==> config.mk <==
export PLATFORM = sky130hd
export DESIGN_NAME = serial_add_ctrl_flat
export DESIGN_NICKNAME = d
export VERILOG_FILES = /design/src/rtl/serial_add_ctrl_if.sv /design/src/rtl/serial_add_ctrl.sv /design/src/flat_wrapper.sv
export SDC_FILE = /design/constraint.sdc
export NUM_CORES = 1
export LEC_CHECK = 0
export BUFFER_PORTS_ARGS = -buffer_cell sky130_fd_sc_hd__buf_4
export CAP_MARGIN = 20
export CORE_UTILIZATION = 30
export DETAILED_ROUTE_END_ITERATION = 8
export PLACE_DENSITY = 0.56
export SYNTH_ARGS = -nofsm -noshare
export SYNTH_HDL_FRONTEND = slang
export SYNTH_SLANG_ARGS = --single-unit
==> constraint.sdc <==
create_clock -name clk -period 1.7 [get_ports clk]
set_input_delay 0.34 -clock clk [delete_from_list [all_inputs] [get_ports clk]]
set_output_delay 0.34 -clock clk [all_outputs]
set_load 0.01 [all_outputs]
==> src/rtl/serial_add_ctrl_if.sv <==
// Handshake and operand/result bundle for the bit-serial adder controller.
interface serial_add_ctrl_if #(
    parameter int WIDTH = 8
);
    logic             start;
    logic [WIDTH-1:0] a;
    logic [WIDTH-1:0] b;
    logic             busy;
    logic             done;
    logic [WIDTH-1:0] sum;
    logic             cout;

    // Sequencer side: issues operands and start, observes status and result.
    modport master (
        output start, a, b,
        input  busy, done, sum, cout
    );

    // Adder side.
    modport slave (
        input  start, a, b,
        output busy, done, sum, cout
    );
endinterface

==> src/rtl/serial_add_ctrl.sv <==
// Bit-serial N-bit adder: one shared full-adder slice (two half adders + OR)
// processes one operand bit per clock, LSB first, with the carry registered
// between bits. start/busy/done handshake; sum/cout held until next completion.

// One half-adder cell; two of these plus an OR form the shared full adder.
module serial_add_ha (
    input  logic x,
    input  logic y,
    output logic s,
    output logic c
);
    assign s = x ^ y;
    assign c = x & y;
endmodule

module serial_add_ctrl #(
    parameter int WIDTH = 8,
    localparam int CNT_W = (WIDTH > 1) ? $clog2(WIDTH) : 1
) (
    input  logic                 clk,
    input  logic                 rst_n,
    serial_add_ctrl_if.slave     bus
);
    typedef enum logic [1:0] {IDLE, RUN, DONE} state_t;

    state_t           state_q, state_d;
    logic [WIDTH-1:0] sh_a, sh_b, acc, acc_nxt;
    logic [WIDTH-1:0] sum_q;
    logic             cout_q;
    logic             carry_r;
    logic [CNT_W-1:0] cnt;
    logic             accept, last;
    logic             s1, c1, bit_s, c2, carry_nxt;

    // Shared full-adder slice built from two half-adder cells.
    serial_add_ha u_ha0 (.x(sh_a[0]), .y(sh_b[0]), .s(s1),    .c(c1));
    serial_add_ha u_ha1 (.x(s1),      .y(carry_r), .s(bit_s), .c(c2));
    assign carry_nxt = c1 | c2;

    // New bit enters at the MSB so that after WIDTH shifts bit 0 sits at LSB.
    generate
        if (WIDTH == 1) begin : g_acc1
            assign acc_nxt = bit_s;
        end else begin : g_accn
            assign acc_nxt = {bit_s, acc[WIDTH-1:1]};
        end
    endgenerate

    assign last = (cnt == CNT_W'(WIDTH - 1));

    // Next-state decode; start is only honoured when no addition is running.
    always_comb begin
        state_d = state_q;
        accept  = 1'b0;
        case (state_q)
            IDLE, DONE: begin
                accept  = bus.start;
                state_d = bus.start ? RUN : IDLE;
            end
            RUN:     state_d = last ? DONE : RUN;
            default: state_d = IDLE;
        endcase
    end

    // State register.
    always_ff @(posedge clk) begin
        if (!rst_n) state_q <= IDLE;
        else        state_q <= state_d;
    end

    // Datapath: load on accept, shift one bit per RUN cycle, publish on the last bit.
    always_ff @(posedge clk) begin
        if (!rst_n) begin
            sh_a    <= '0;
            sh_b    <= '0;
            acc     <= '0;
            carry_r <= 1'b0;
            cnt     <= '0;
            sum_q   <= '0;
            cout_q  <= 1'b0;
        end else if (accept) begin
            sh_a    <= bus.a;
            sh_b    <= bus.b;
            acc     <= '0;
            carry_r <= 1'b0;
            cnt     <= '0;
        end else if (state_q == RUN) begin
            sh_a    <= sh_a >> 1;
            sh_b    <= sh_b >> 1;
            acc     <= acc_nxt;
            carry_r <= carry_nxt;
            cnt     <= cnt + CNT_W'(1);
            if (last) begin
                sum_q  <= acc_nxt;
                cout_q <= carry_nxt;
            end
        end
    end

    assign bus.busy = (state_q == RUN);
    assign bus.done = (state_q == DONE);
    assign bus.sum  = sum_q;
    assign bus.cout = cout_q;
endmodule

==> src/flat_wrapper.sv <==
// flat-port wrapper written by rule: the top's interface ports become plain ports
module serial_add_ctrl_flat 
#(
    parameter int WIDTH = 8,
    localparam int CNT_W = (WIDTH > 1) ? $clog2(WIDTH) : 1
)
  (clk, rst_n, bus_start, bus_a, bus_b, bus_busy, bus_done, bus_sum, bus_cout);
  serial_add_ctrl_if #(.WIDTH(WIDTH)) bus_i ();
  input  logic clk;
  input  logic rst_n;
  input wire logic [$bits(bus_i.start)-1:0] bus_start;
  input wire logic [$bits(bus_i.a)-1:0] bus_a;
  input wire logic [$bits(bus_i.b)-1:0] bus_b;
  output wire logic [$bits(bus_i.busy)-1:0] bus_busy;
  output wire logic [$bits(bus_i.done)-1:0] bus_done;
  output wire logic [$bits(bus_i.sum)-1:0] bus_sum;
  output wire logic [$bits(bus_i.cout)-1:0] bus_cout;
  assign bus_i.start = bus_start;
  assign bus_i.a = bus_a;
  assign bus_i.b = bus_b;
  assign bus_busy = bus_i.busy;
  assign bus_done = bus_i.done;
  assign bus_sum = bus_i.sum;
  assign bus_cout = bus_i.cout;
  serial_add_ctrl #(.WIDTH(WIDTH)) u_core (.clk(clk), .rst_n(rst_n), .bus(bus_i));
endmodule
# ---- Word level (Yosys, flattened, before mapping)
# Cells that the tools add are included.
dict set report totals {
  out_inout_bits 11
  mem_count 0
  latch_bits 0
  word_cells 32
  ff_bits 39
  romBits 0
  mem_bits_rw 0
}
dict set report classes {
  n_lt_le_gt_ge 0
  n_addsub 1
  n_mux 8
  reduce_logical 5
  bitwise 7
  div_mod_pow 0
  eq_ne 3
  mul 0
  n_shift 0
}
# operator count
set ops {}
lappend ops {{$mux W8} 4}
lappend ops {{$pmux W2 S2} 1}
lappend ops {{$reduce_or A2 Y1} 2}
lappend ops {{$add A3 B1 Y3 const B} 1}
lappend ops {{$eq A3 B3 Y1 const B} 1}
lappend ops {{$reduce_and A3 Y1} 1}
lappend ops {{$and A1 B1 Y1} 2}
lappend ops {{$eq A2 B1 Y1 const B} 1}
lappend ops {{$eq A2 B2 Y1 const B} 1}
lappend ops {{$logic_not A2 Y1} 1}
lappend ops {{$mux W1} 2}
lappend ops {{$mux W2} 1}
lappend ops {{$not A1 Y1} 2}
lappend ops {{$reduce_bool A2 Y1} 1}
lappend ops {{$xor A1 B1 Y1} 2}
lappend ops {{$or A1 B1 Y1} 1}

# ---- Depth between registers and ports, before layout
# Gate-level depths: netlist of the first run.
dict set report logic_depth {
  ltp_word 5
  mapped_depth 6
  mapped_depth_nobuf 5
}

# ---- Modules after synthesis
# Synthesis of the first run repeated with hierarchy kept, for this count alone.
dict set report hier_totals {
  hier_cells 175
  hier_area_um2 1549.0
}
# module seq_area_each_um2 area_each_um2 instances cells_each
set by_module_without_submodules {}
lappend by_module_without_submodules {serial_add_ctrl 760.7 1524.0 1 173}
lappend by_module_without_submodules {serial_add_ha 0.0 12.5 2 1}

# ---- Worst setup path after synthesis of the first run
# OpenSTA, ideal clock, no wires.
dict set report synth_path {
  path_kind {reg2reg}
  from {reg u_core.cnt[0]}
  to {reg u_core.sum_q[0] (netlist: u_core.bus.sum[0])}
  path_stages_with_launch 6
  period_less_slack_ns 1.190
  arrival_ns 1.114
  required_time_ns 1.624
  setup_slack_ns 0.510
  setup_time_ns 0.076
  n_path_buf 1
  cell_sequence {dfxtp_1 -> ha_1 -> ha_1 -> clkbuf_1 -> nand3_1 -> a21boi_0}
}
dict set report synth_via {
  elab_chain_cells 2
}
# element line_no
set synth_lines {}
lappend synth_lines {{start, declared} serial_add_ctrl.sv:31} ;# logic [CNT_W-1:0] cnt;
lappend synth_lines {{start signal, assigned} serial_add_ctrl.sv:92} ;# cnt <= cnt + CNT_W'(1);
lappend synth_lines {{$eq A3 B3 Y1} serial_add_ctrl.sv:49} ;# assign last = (cnt == CNT_W'(WIDTH - 1));
lappend synth_lines {{$reduce_and A3 Y1 (no line)} --}
lappend synth_lines {{end signal, assigned} serial_add_ctrl.sv:94} ;# sum_q <= acc_nxt;
lappend synth_lines {{end, declared} serial_add_ctrl.sv:28} ;# logic [WIDTH-1:0] sum_q;
# No other way between the ends.
# A chain may end at the register's enable or synchronous reset.

# ---- Worst setup path after layout of the first run
dict set report layout_path {
  from {reg u_core.state_q[0]}
  to {out bus_busy}
}
dict set report layout_via {
  elab_chain_cells 1
}
# element line_no
set layout_lines {}
lappend layout_lines {{start, declared} serial_add_ctrl.sv:26} ;# state_t state_q, state_d;
lappend layout_lines {{start signal, assigned} serial_add_ctrl.sv:68} ;# else state_q <= state_d;
lappend layout_lines {{$eq A2 B1 Y1} serial_add_ctrl.sv:100} ;# assign bus.busy = (state_q == RUN);
lappend layout_lines {{end, declared} flat_wrapper.sv:14} ;# output wire logic [$bits(bus_i.busy)-1:0] bus_busy;
# No other way between the ends.

==> qor.yml, run 1 <==
outcome:
  status: "finished clean"
clocking:
  clk_latency_ns: 0.28
  holdBufCountCts: 0
  cts_buffers: 5
  clock_sinks: 38
  cts-resized-gates: 0
  post_cts_buffers: 0
  cts_root_buf: "clkbuf_8"
  cts_tree: "done"
  max-clock-path-buffers: 2
  htree_levels: 2
  clk_pin_slew_ns: 0.08
timing:
  setup_slack_ns: 0.0986
  finClkSkew_ns: 0.00871
  period_share_pct: 94.2
  rsz0062_at_grt: "no"
  finalHoldViolCount: 0
  worst_pin_slew_ns: 0.901
  period_minus_slack_ns: 1.60
  final_max_slew_viol_count: 0
  tns_ns: 0
  relSlewSlack_pct: 39.8
  fmax_mhz: 624
  setup_viol: 0
power_and_ir_drop:
  p_switching_mw: 0.446
  p_int_mw: 1.34
  ir_worst_vdd_uv: 475
  pwr_density_cell_mw_per_mm2: 957
  p_comb_share_pct: 11.0
  power_frac_clock_pct: 35.6
  p_leak_nw: 0.703
  swShare_pct: 25.0
  p_seq_share_pct: 53.4
floorplanning:
  fp.dieH_um: 73.4
  pin_count: 30
  core_area_mm2: 0.00482
  die_x_um: 73.4
  die_area_mm2: 0.00539
  start_util_pct: 31.8
  rows: 25
yosys:
  yosys_warnings: 0
  synthesis.nets: 199
  synth_area_leaders: "dfxtp_1 (50%), nand2_1 (11%), o221ai_1 (4.6%)"
  synth.top_cell.area_share_pct: 49.7
  syn_avg_cell_area_um2: 8.65
  synth_area_mm2: 0.00153
  synth_top_area_cell: "dfxtp_1"
  yosysSeqAreaShare_pct: 49.7
  syn_inst: 177
  ys_ff_latch: 38
  yosysUniqueCellTypes: 25
global_route:
  grt_max_degree: 37
  grt_pass1_wl_mm: 5.36
  gr-total-overflow: 0
  grt_usage_pct: 13.1
  grt_pass1_vias: 1159
  antenna_found_initial: 0
final_layout:
  post-route-util_pct: 38.7
  drive_above_1_share_pct: 20.6
  syn_to_final_growth_pct: 21.9
  antennaDiodeCount: 0
  fin_nets: 225
  fin_area_mm2: 0.00187
route:
  ant_nets: 0
  wire_per_inst_um: 11.5
  wl_met3_um: 108
  finalWirelength_mm: 3.12
  top_layer_used: "met4"
  drt-vias-per-instance: 4.60
  detailroute.wirelength.met2_mm: 1.41
  vias: 1246
  drt_iter0_drc: 59
  drc: 0
  firstDrtPassIters: 4
  met1Wirelength_mm: 1.56
placed_design:
  placed_area_mm2: 0.00177
  portBuffers: 29
  routabilityCongestion: 0.723
  pre_cts_ws_ns: 0.180
  hpwlAfterDp_mm: 2.03
worst_setup_path:
  cp.arrival_ns: 1.26
  required_ns: 1.36
  crit_fanout: 36
  critPathKind: "reg -> out"
  endpoint_kind: "output port"
  cp-start-kind: "flip-flop"
run:
  max_cap_violations: 0
hold_path:
  hp-class: "in -> reg"
stage by stage:
step           instances  hold slack, ns  total power, mW
6_report             271           0.290             1.79
5_1_grt              271           0.286             1.88
4_1_cts              271           0.280             1.81
3_5_place_dp         263           0.446             1.17
3_3_place_gp         263           0.443             1.17
2_1_floorplan        177           0.434             1.12
kinds of logic (layout without fill, tap and decap cells):
logic type      after synthesis  after routing  synth area share [%]
compound gates               42             42                  18.2
fa+ha+maj                     3              3                  2.94
simple gates                 78             78                  21.9
buf+inv                      15             42                  6.70
xor+xnor                      1              1                 0.572
flops                        38             38                  49.7
worst max-delay path, cell delays in order, from the launching register on:
cell and delay [ns]:
dfxtp_1 0.41, nand2b_1 0.18, inv_8 0.22, buf_4 0.16
metal layers:
metal	global-route usage, %	vias up
li1	-	659
met1	16.9	565
met2	20.4	20
met3	3.29	2
met4	6.41	0
met5	0	-
worst paths after layout:
check | from | to | slack, ns | depth (start not counted)
worst max-delay path | u_core.state_q[0]$_SDFF_PN0_ | bus_busy | 0.1 | 3
worst min-delay path | bus_a[7] | u_core.sh_a[7]$_SDFFE_PN0P_ | 0.29 | 3
worst max register to register | u_core.state_q[0]$_SDFF_PN0_ | u_core.sh_a[5]$_SDFFE_PN0P_ | 0.24 | 3
worst min register to register | u_core.sh_a[7]$_SDFFE_PN0P_ | u_core.sh_a[7]$_SDFFE_PN0P_ | 0.46 | 2
cells in the mapped netlist, drive strengths merged:
master and count:
a22oi 2, nand3b 1, nor2b 2, a31oi 4
o221ai 8, a21boi 11, o21ai 5, fa 1
and2 1, nand2 43, nor2 9, buf 10
nor3 8, clkbuf 4, a21oi 12, nand3 11
inv 1, dfxtp 38, ha 2, and3 1
nand2b 2, xnor2 1
area by class of cell:
type / instances / area, um^2
timing repair buffer: 33 / 248
inverter: 1 / 11.3
multi-input combinational: 124 / 667
clock buffer: 6 / 82.6
fill: 546 / 2950
clock inverter: 2 / 12.5
sequential: 38 / 761
tap: 67 / 83.8
cell usage in the layout, fill, tap and decap left out:
cell type   Yosys  final
clkinv_2        0      1
a22oi_1         2      2
nor2_1          9      9
a21boi_1        6      6
nand3_1        11     11
and2_1          1      1
a31oi_1         4      4
clkinvlp_4      0      1
xnor2_1         1      1
buf_4           3     33
and3_1          1      1
nor3_1          8      8
dfxtp_1        38     38
a21boi_0        5      5
clkbuf_8        0      6
nand3b_1        1      1
nand2b_1        2      2
o21ai_0         5      5
fa_1            1      1
nor2b_1         2      2
nand2_1        43     43
o221ai_1        8      8
inv_8           1      1
ha_1            2      2
a21oi_1        12     12
state kept, by name (all words and copies together) (netlist names):
register / flops
u_core.acc: 7
u_core.bus.cout: 1
u_core.bus.sum: 8
u_core.carry_r: 1
u_core.cnt: 3
u_core.sh_a: 8
u_core.sh_b: 8
u_core.state_q: 2
power by group through the flow:
stage	Combinational, mW	Clock, mW	Sequential, mW
global placement	0.197	0	0.974
finish	0.197	0.635	0.953
detailed placement	0.197	0	0.973
floorplan	0.148	0	0.968
CTS	0.197	0.663	0.953
global route	0.222	0.698	0.958
(Power assumes the default switching activity.)
==> run 2: changes to the inputs <==
--- a/config.mk
+++ b/config.mk
@@ -5,11 +5,11 @@
 export SDC_FILE = /design/constraint.sdc
 export NUM_CORES = 1
 export LEC_CHECK = 0
-export BUFFER_PORTS_ARGS = -buffer_cell sky130_fd_sc_hd__buf_4
 export CAP_MARGIN = 20
 export CORE_UTILIZATION = 30
 export DETAILED_ROUTE_END_ITERATION = 8
-export PLACE_DENSITY = 0.56
+export DONT_BUFFER_PORTS = 1
+export PLACE_DENSITY = 0.51
 export SYNTH_ARGS = -nofsm -noshare
 export SYNTH_HDL_FRONTEND = slang
 export SYNTH_SLANG_ARGS = --single-unit
==> qor.yml, run 2 (synthesis gave the netlist of run 1 again) <==
power_and_ir_drop:
  power_mw: 1.67  # -6.5%
  power_frac_clock_pct: 33.4  # -2.2 points
  pwr_density_cell_mw_per_mm2: 1020  # +6.6%
  p_comb_share_pct: 9.4  # -1.6 points
  p_leak_nw: 0.554  # -21%
  swShare_pct: 23.8  # -1.1 points
  p_seq_share_pct: 57.2  # +3.8 points
  p_switching_mw: 0.398  # -11%
  ir_worst_vdd_uv: 378  # -20%
  p_int_mw: 1.27  # -5.1%
worst_setup_path:
  slowest_stage: "dfxtp_1"
  required_ns: 1.36  # about the same
  path_buf_inv: 2  # unchanged
  critical_path.top_delay_family: "flip-flops"
  r2r-start: "u_core.cnt[0]$_SDFFE_PP0P_"
  endpoint_kind: "output port"
  crit_fanout: 36  # unchanged
  critPathKind: "reg -> out"
  crit_chain: "nand2b_1, inv_8, buf_4"
  rrSetupSlack_ns: 0.34  # +0.10 ns
  cp.arrival_ns: 1.24  # -0.02 ns
  reg2reg_depth: 5  # +2
  cp_slowest_stage_delay_ns: 0.40  # about the same
  cp-start-kind: "flip-flop"
  timing.rr.end: "u_core.bus.sum[1]$_SDFFE_PN0P_"
final_layout:
  multi_input_area_um2: 667  # unchanged
  fillCellCount: 529  # -3.1%
  fin_nets: 197  # -12%
  final_common_cell: "nand2_1"
  drive_above_1_share_pct: 6.29  # -14 points
  antennaDiodeCount: 0  # unchanged
  register_area_um2: 761  # unchanged
  syn_to_final_growth_pct: 6.95
  final_cell_mix: "nand2_1 (43), dfxtp_1 (38), a21oi_1 (12)"
route:
  ant_nets: 0  # unchanged
  vias: 1200  # -3.7%
  firstDrtPassIters: 4  # unchanged
  drc: 0  # unchanged
  drt_iter0_drc: 46  # -22%
  finalWirelength_mm: 3.11  # -0.51%
  wire_per_inst_um: 12.8  # +11%
  drt-vias-per-instance: 4.96  # +7.8%
placed_design:
  hpwlAfterDp_mm: 2.09  # +2.9%
  routabilityCongestion: 0.680  # -5.9%
  portBuffers: 0  # -100%
clocking:
  htree_levels: 2  # unchanged
  clk_pin_slew_ns: 0.07  # about the same
  cts_buffers: 5  # unchanged
  holdBufCountCts: 0  # unchanged
  cts_tree: "done"
  clock_sinks: 38  # unchanged
  max-clock-path-buffers: 2  # unchanged
  clk_latency_ns: 0.28  # about the same
  post_cts_buffers: 0  # unchanged
  cts-resized-gates: 0  # unchanged
  cts_root_buf: "clkbuf_8"
hold_path:
  hp-class: "in -> reg"
  whs_path_depth: 1  # -2
  hold_path_end: "u_core.state_q[0]$_SDFF_PN0_"
  min_from: "rst_n"
floorplanning:
  rows: 25  # unchanged
  fp.dieH_um: 73.4  # unchanged
  core_area_mm2: 0.00482  # unchanged
  die_area_mm2: 0.00539  # unchanged
  die_x_um: 73.4  # unchanged
  pin_count: 30  # unchanged
  start_util_pct: 31.8  # unchanged
timing:
  fmax_mhz: 634  # +1.5%
  worst_pin_slew_ns: 0.360  # -0.541 ns
  finalHoldViolCount: 0  # unchanged
  finClkSkew_ns: 0.00383  # -0.00488 ns
  tns_ns: 0  # unchanged
  period_minus_slack_ns: 1.58  # -0.0242 ns
  setup_viol: 0  # unchanged
  final_max_slew_viol_count: 0  # unchanged
  relSlewSlack_pct: 76.0  # +36 points
  period_share_pct: 92.8  # -1.4 points
  rsz0062_at_grt: "no"
global_route:
  grt_usage_pct: 12.6  # -0.45 points
  grt_max_degree: 37  # unchanged
  gr-total-overflow: 0  # unchanged
  grt_pass1_vias: 1080  # -6.8%
  grt_pass1_wl_mm: 5.06  # -5.5%
  antenna_found_initial: 0  # unchanged
run:
  max_cap_violations: 0  # unchanged
outcome:
  status: "finished clean"
## run 2: worst max path at each step
stage,from,to,slack [ns],depth (start not counted)
after CTS,u_core.state_q[0]$_SDFF_PN0_,bus_busy,0.1,3
after global placement,u_core.state_q[0]$_SDFF_PN0_,bus_busy,0.42,3
after global routing,u_core.state_q[0]$_SDFF_PN0_,bus_busy,0.05,3
after detailed placement,u_core.cnt[0]$_SDFFE_PP0P_,u_core.bus.sum[1]$_SDFFE_PN0P_,0.36,5
after floorplan,u_core.cnt[0]$_SDFFE_PP0P_,u_core.bus.sum[0]$_SDFFE_PN0P_,0.51,5
final,u_core.state_q[0]$_SDFF_PN0_,bus_busy,0.12,3
## run 2: per-layer routing
metal	global-route usage, %	share of wire (%)	vias to the layer above
li1	-	-	605
met1	15.6	45	558
met2	19.7	47	32
met3	4.12	5.5	5
met4	6.62	1.8	0
met5	0	0	-
## run 2: cell type report
cell class / count / share of cell area, %
sequential: 38 / 46.5
clock buffer: 7 / 4.66
timing repair buffer: 5 / 2.29
tap: 67 / 5.12
multi-input combinational: 124 / 40.7
inverter: 1 / 0.688
## run 2: power by group through the flow
stage	Combinational, mW	Clock (mW)	Sequential (mW)
floorplan	0.148	0	0.968
global placement	0.152	0	0.973
detailed placement	0.156	0	0.975
CTS	0.157	0.581	0.955
global route	0.174	0.619	0.959
finish	0.156	0.558	0.955
## run 2: stage by stage
stage	setup slack, ns	util (%)	instances	instance area, um^2	hold slack [ns]
finish	0.123	34.0	242	1640	0.190
floorplan	0.510	-	177	1530	0.434
CTS	0.0961	34.0	242	1640	0.176
global route	0.0476	34.0	242	1640	0.180
global placement	0.419	32.4	235	1560	0.444
detailed placement	0.365	32.4	235	1560	0.447
==> run 3: changes to the inputs <==
--- a/config.mk
+++ b/config.mk
@@ -5,6 +5,7 @@
 export SDC_FILE = /design/constraint.sdc
 export NUM_CORES = 1
 export LEC_CHECK = 0
+export ABC_AREA = 1
 export CAP_MARGIN = 20
 export CORE_UTILIZATION = 30
 export DETAILED_ROUTE_END_ITERATION = 8
==> qor.yml, run 3 <==
outcome:
  status: "finished clean"
floorplanning:
  start_util_pct: 31.0  # -0.72 points
  rows: 27  # +8.0%
  die_x_um: 77.3  # +5.2%
  fp.dieH_um: 77.3  # +5.2%
  core_area_mm2: 0.00547  # +14%
  pin_count: 30  # unchanged
  die_area_mm2: 0.00597  # +11%
yosys:
  synthesis.nets: 254  # +28%
  synth_area_leaders: "dfxtp_1 (45%), nand2_1 (15%), inv_1 (6.2%)"
  syn_inst: 232  # +31%
  synth_most_common_cell: "nand2_1"
  synthTopCellsByCount: "nand2_1 (68), dfxtp_1 (38), inv_1 (28)"
  synth_ff_type: "dfxtp_1"
  synth.top_cell.area_share_pct: 44.8  # -4.9 points
  ys_ff_latch: 38  # unchanged
  syn_avg_cell_area_um2: 7.32  # -15%
  yosysUniqueCellTypes: 24  # -4.0%
  synth_area_mm2: 0.00170  # +11%
  synth_edf_count: 0  # unchanged
  yosysSeqAreaShare_pct: 44.8  # -4.9 points
  async_flop_share_pct: 0  # unchanged
  yosys_warnings: 0  # unchanged
  synth_top_area_cell: "dfxtp_1"
final_layout:
  final_cell_mix: "nand2_1 (68), dfxtp_1 (38), inv_1 (28)"
  fin_nets: 253  # +28%
  antennaDiodeCount: 0  # unchanged
  syn_to_final_growth_pct: 5.01
  drive_above_1_share_pct: 9.13  # +2.8 points
  final_common_cell: "nand2_1"
route:
  finalWirelength_mm: 3.28  # +5.6%
  drt-vias-per-instance: 4.31  # -13%
  met1Wirelength_mm: 1.70  # +21%
  drc: 0  # unchanged
  firstDrtPassIters: 4  # unchanged
  vias: 1301  # +8.4%
  top_layer_used: "met4"
  wl_met3_um: 79  # -54%
  drt_iter0_drc: 82  # +78%
  detailroute.wirelength.met2_mm: 1.42  # -3.3%
  wire_per_inst_um: 10.9  # -15%
  ant_nets: 0  # unchanged
timing:
  holdWs_ns: 0.192  # +0.00192 ns
  worst_pin_slew_ns: 0.425  # +0.0656 ns
  fmax_mhz: 631  # -0.46%
  tns_ns: 0  # unchanged
  setup_viol: 0  # unchanged
  rsz0062_at_grt: "no"
  finClkSkew_ns: 0.00652  # +0.00269 ns
  period_minus_slack_ns: 1.58  # +0.00726 ns
  period_share_pct: 93.2  # +0.43 points
  relSlewSlack_pct: 71.6  # -4.4 points
  finalHoldViolCount: 0  # unchanged
  final_max_slew_viol_count: 0  # unchanged
worst_setup_path:
  path_buf_inv: 1  # -1
  cp.arrival_ns: 1.24  # about the same
  required_ns: 1.36  # about the same
  crit_chain: "nand2_4, inv_4"
  crit_fanout: 18  # -50%
  cp_slowest_stage_delay_ns: 0.51  # +0.11 ns
  critical_path.top_delay_family: "flip-flops"
  rrSetupSlack_ns: 0.32  # -0.02 ns
  critPathKind: "reg -> out"
  cp-start-kind: "flip-flop"
  slowest_stage: "dfxtp_1"
  timing.rr.end: "u_core.sh_a[2]$_SDFFE_PN0P_"
  r2r-start: "u_core.state_q[0]$_SDFF_PN0_"
  reg2reg_depth: 7  # +2
  endpoint_kind: "output port"
global_route:
  grt_pass1_vias: 1220  # +13%
  grt_usage_pct: 12.3  # -0.35 points
  grt_pass1_wl_mm: 5.73  # +13%
  gr-total-overflow: 0  # unchanged
  antenna_found_initial: 0  # unchanged
  grt_max_degree: 25  # -32%
placed_design:
  routabilityCongestion: 0.715  # +5.2%
  hpwlAfterDp_mm: 2.31  # +11%
  portBuffers: 0  # unchanged
clocking:
  cts_tree: "done"
  max-clock-path-buffers: 2  # unchanged
  htree_levels: 2  # unchanged
  clk_latency_ns: 0.28  # about the same
  cts-resized-gates: 0  # unchanged
  cts_buffers: 5  # unchanged
  holdBufCountCts: 0  # unchanged
  post_cts_buffers: 0  # unchanged
  clk_pin_slew_ns: 0.07  # about the same
  cts_root_buf: "clkbuf_8"
  clock_sinks: 38  # unchanged
power_and_ir_drop:
  ir_worst_vdd_uv: 237  # -37%
  pwr_density_cell_mw_per_mm2: 978  # -4.1%
  p_leak_nw: 0.849  # +53%
hold_path:
  hold_path_end: "u_core.sh_a[7]$_SDFFE_PN0P_"
  hp-class: "in -> reg"
  whs_path_depth: 2  # +1
  min_from: "rst_n"
run:
  max_cap_violations: 0  # unchanged
## run 3: kinds of logic (layout without fill, tap and decap cells)
logic type | count (synthesis) | in the layout | share of synthesized area, %
AND/OR/NAND/NOR | 119 | 119 | 29.6
buffers and inverters | 44 | 42 | 14.0
flip-flops | 38 | 38 | 44.8
AO/OA/AOI/OAI | 27 | 27 | 8.47
adder cells (fa/ha/maj) | 3 | 3 | 2.65
XOR/XNOR | 1 | 1 | 0.516
## run 3: how the worst max path moves through the flow
| stage | startpoint | end | slack [ns] | cells after the start |
|---|---|---|---|---|
| 6_report | u_core.state_q[0]$_SDFF_PN0_ | bus_busy | 0.12 | 2 |
| 3_3_place_gp | u_core.state_q[0]$_SDFF_PN0_ | u_core.sh_a[2]$_SDFFE_PN0P_ | 0.34 | 7 |
| 2_1_floorplan | u_core.cnt[0]$_SDFFE_PP0P_ | u_core.bus.sum[7]$_SDFFE_PN0P_ | 0.50 | 8 |
| 5_1_grt | u_core.state_q[0]$_SDFF_PN0_ | bus_busy | 0.02 | 2 |
| 3_5_place_dp | u_core.state_q[0]$_SDFF_PN0_ | u_core.sh_a[2]$_SDFFE_PN0P_ | 0.34 | 7 |
| 4_1_cts | u_core.state_q[0]$_SDFF_PN0_ | bus_busy | 0.10 | 2 |
## run 3: layout make-up
type                    count  area, um^2
clock buffers               6        82.6
fillers                   604        3690
inverters                  34         135
multi-input cells         150         701
flip-flops and latches     38         761
well taps                  72        90.1
repair buffers              2        15.0
## run 3: stage by stage
| step | setup slack [ns] | std cells | cell area [um^2] | power, mW | utilization [%] |
|---|---|---|---|---|---|
| after floorplan | 0.501 | 232 | 1700 | 1.16 | - |
| after detailed placement | 0.336 | 296 | 1700 | 1.16 | 31.1 |
| after CTS | 0.102 | 302 | 1780 | 1.77 | 32.6 |
| after global placement | 0.339 | 296 | 1700 | 1.17 | 31.1 |
| final | 0.116 | 302 | 1780 | 1.74 | 32.6 |
| after global routing | 0.0212 | 302 | 1780 | 1.84 | 32.6 |
## run 3: report_power, final
group	internal [mW]	total (mW)	leakage, nW	switching [mW]
clock network	0.313	0.603	0.0431	0.291
logic	0.0618	0.182	0.496	0.120
registers	0.933	0.959	0.310	0.0266
total	1.31	1.74	0.849	0.438
## run 3: layer usage
| metal | vias to the layer above | global-route usage (%) |
|---|---|---|
| met4 | 0 | 6.23 |
| met2 | 18 | 18.3 |
| met1 | 568 | 16.4 |
| met3 | 7 | 2.98 |
| met5 | - | 0 |
| li1 | 708 | - |
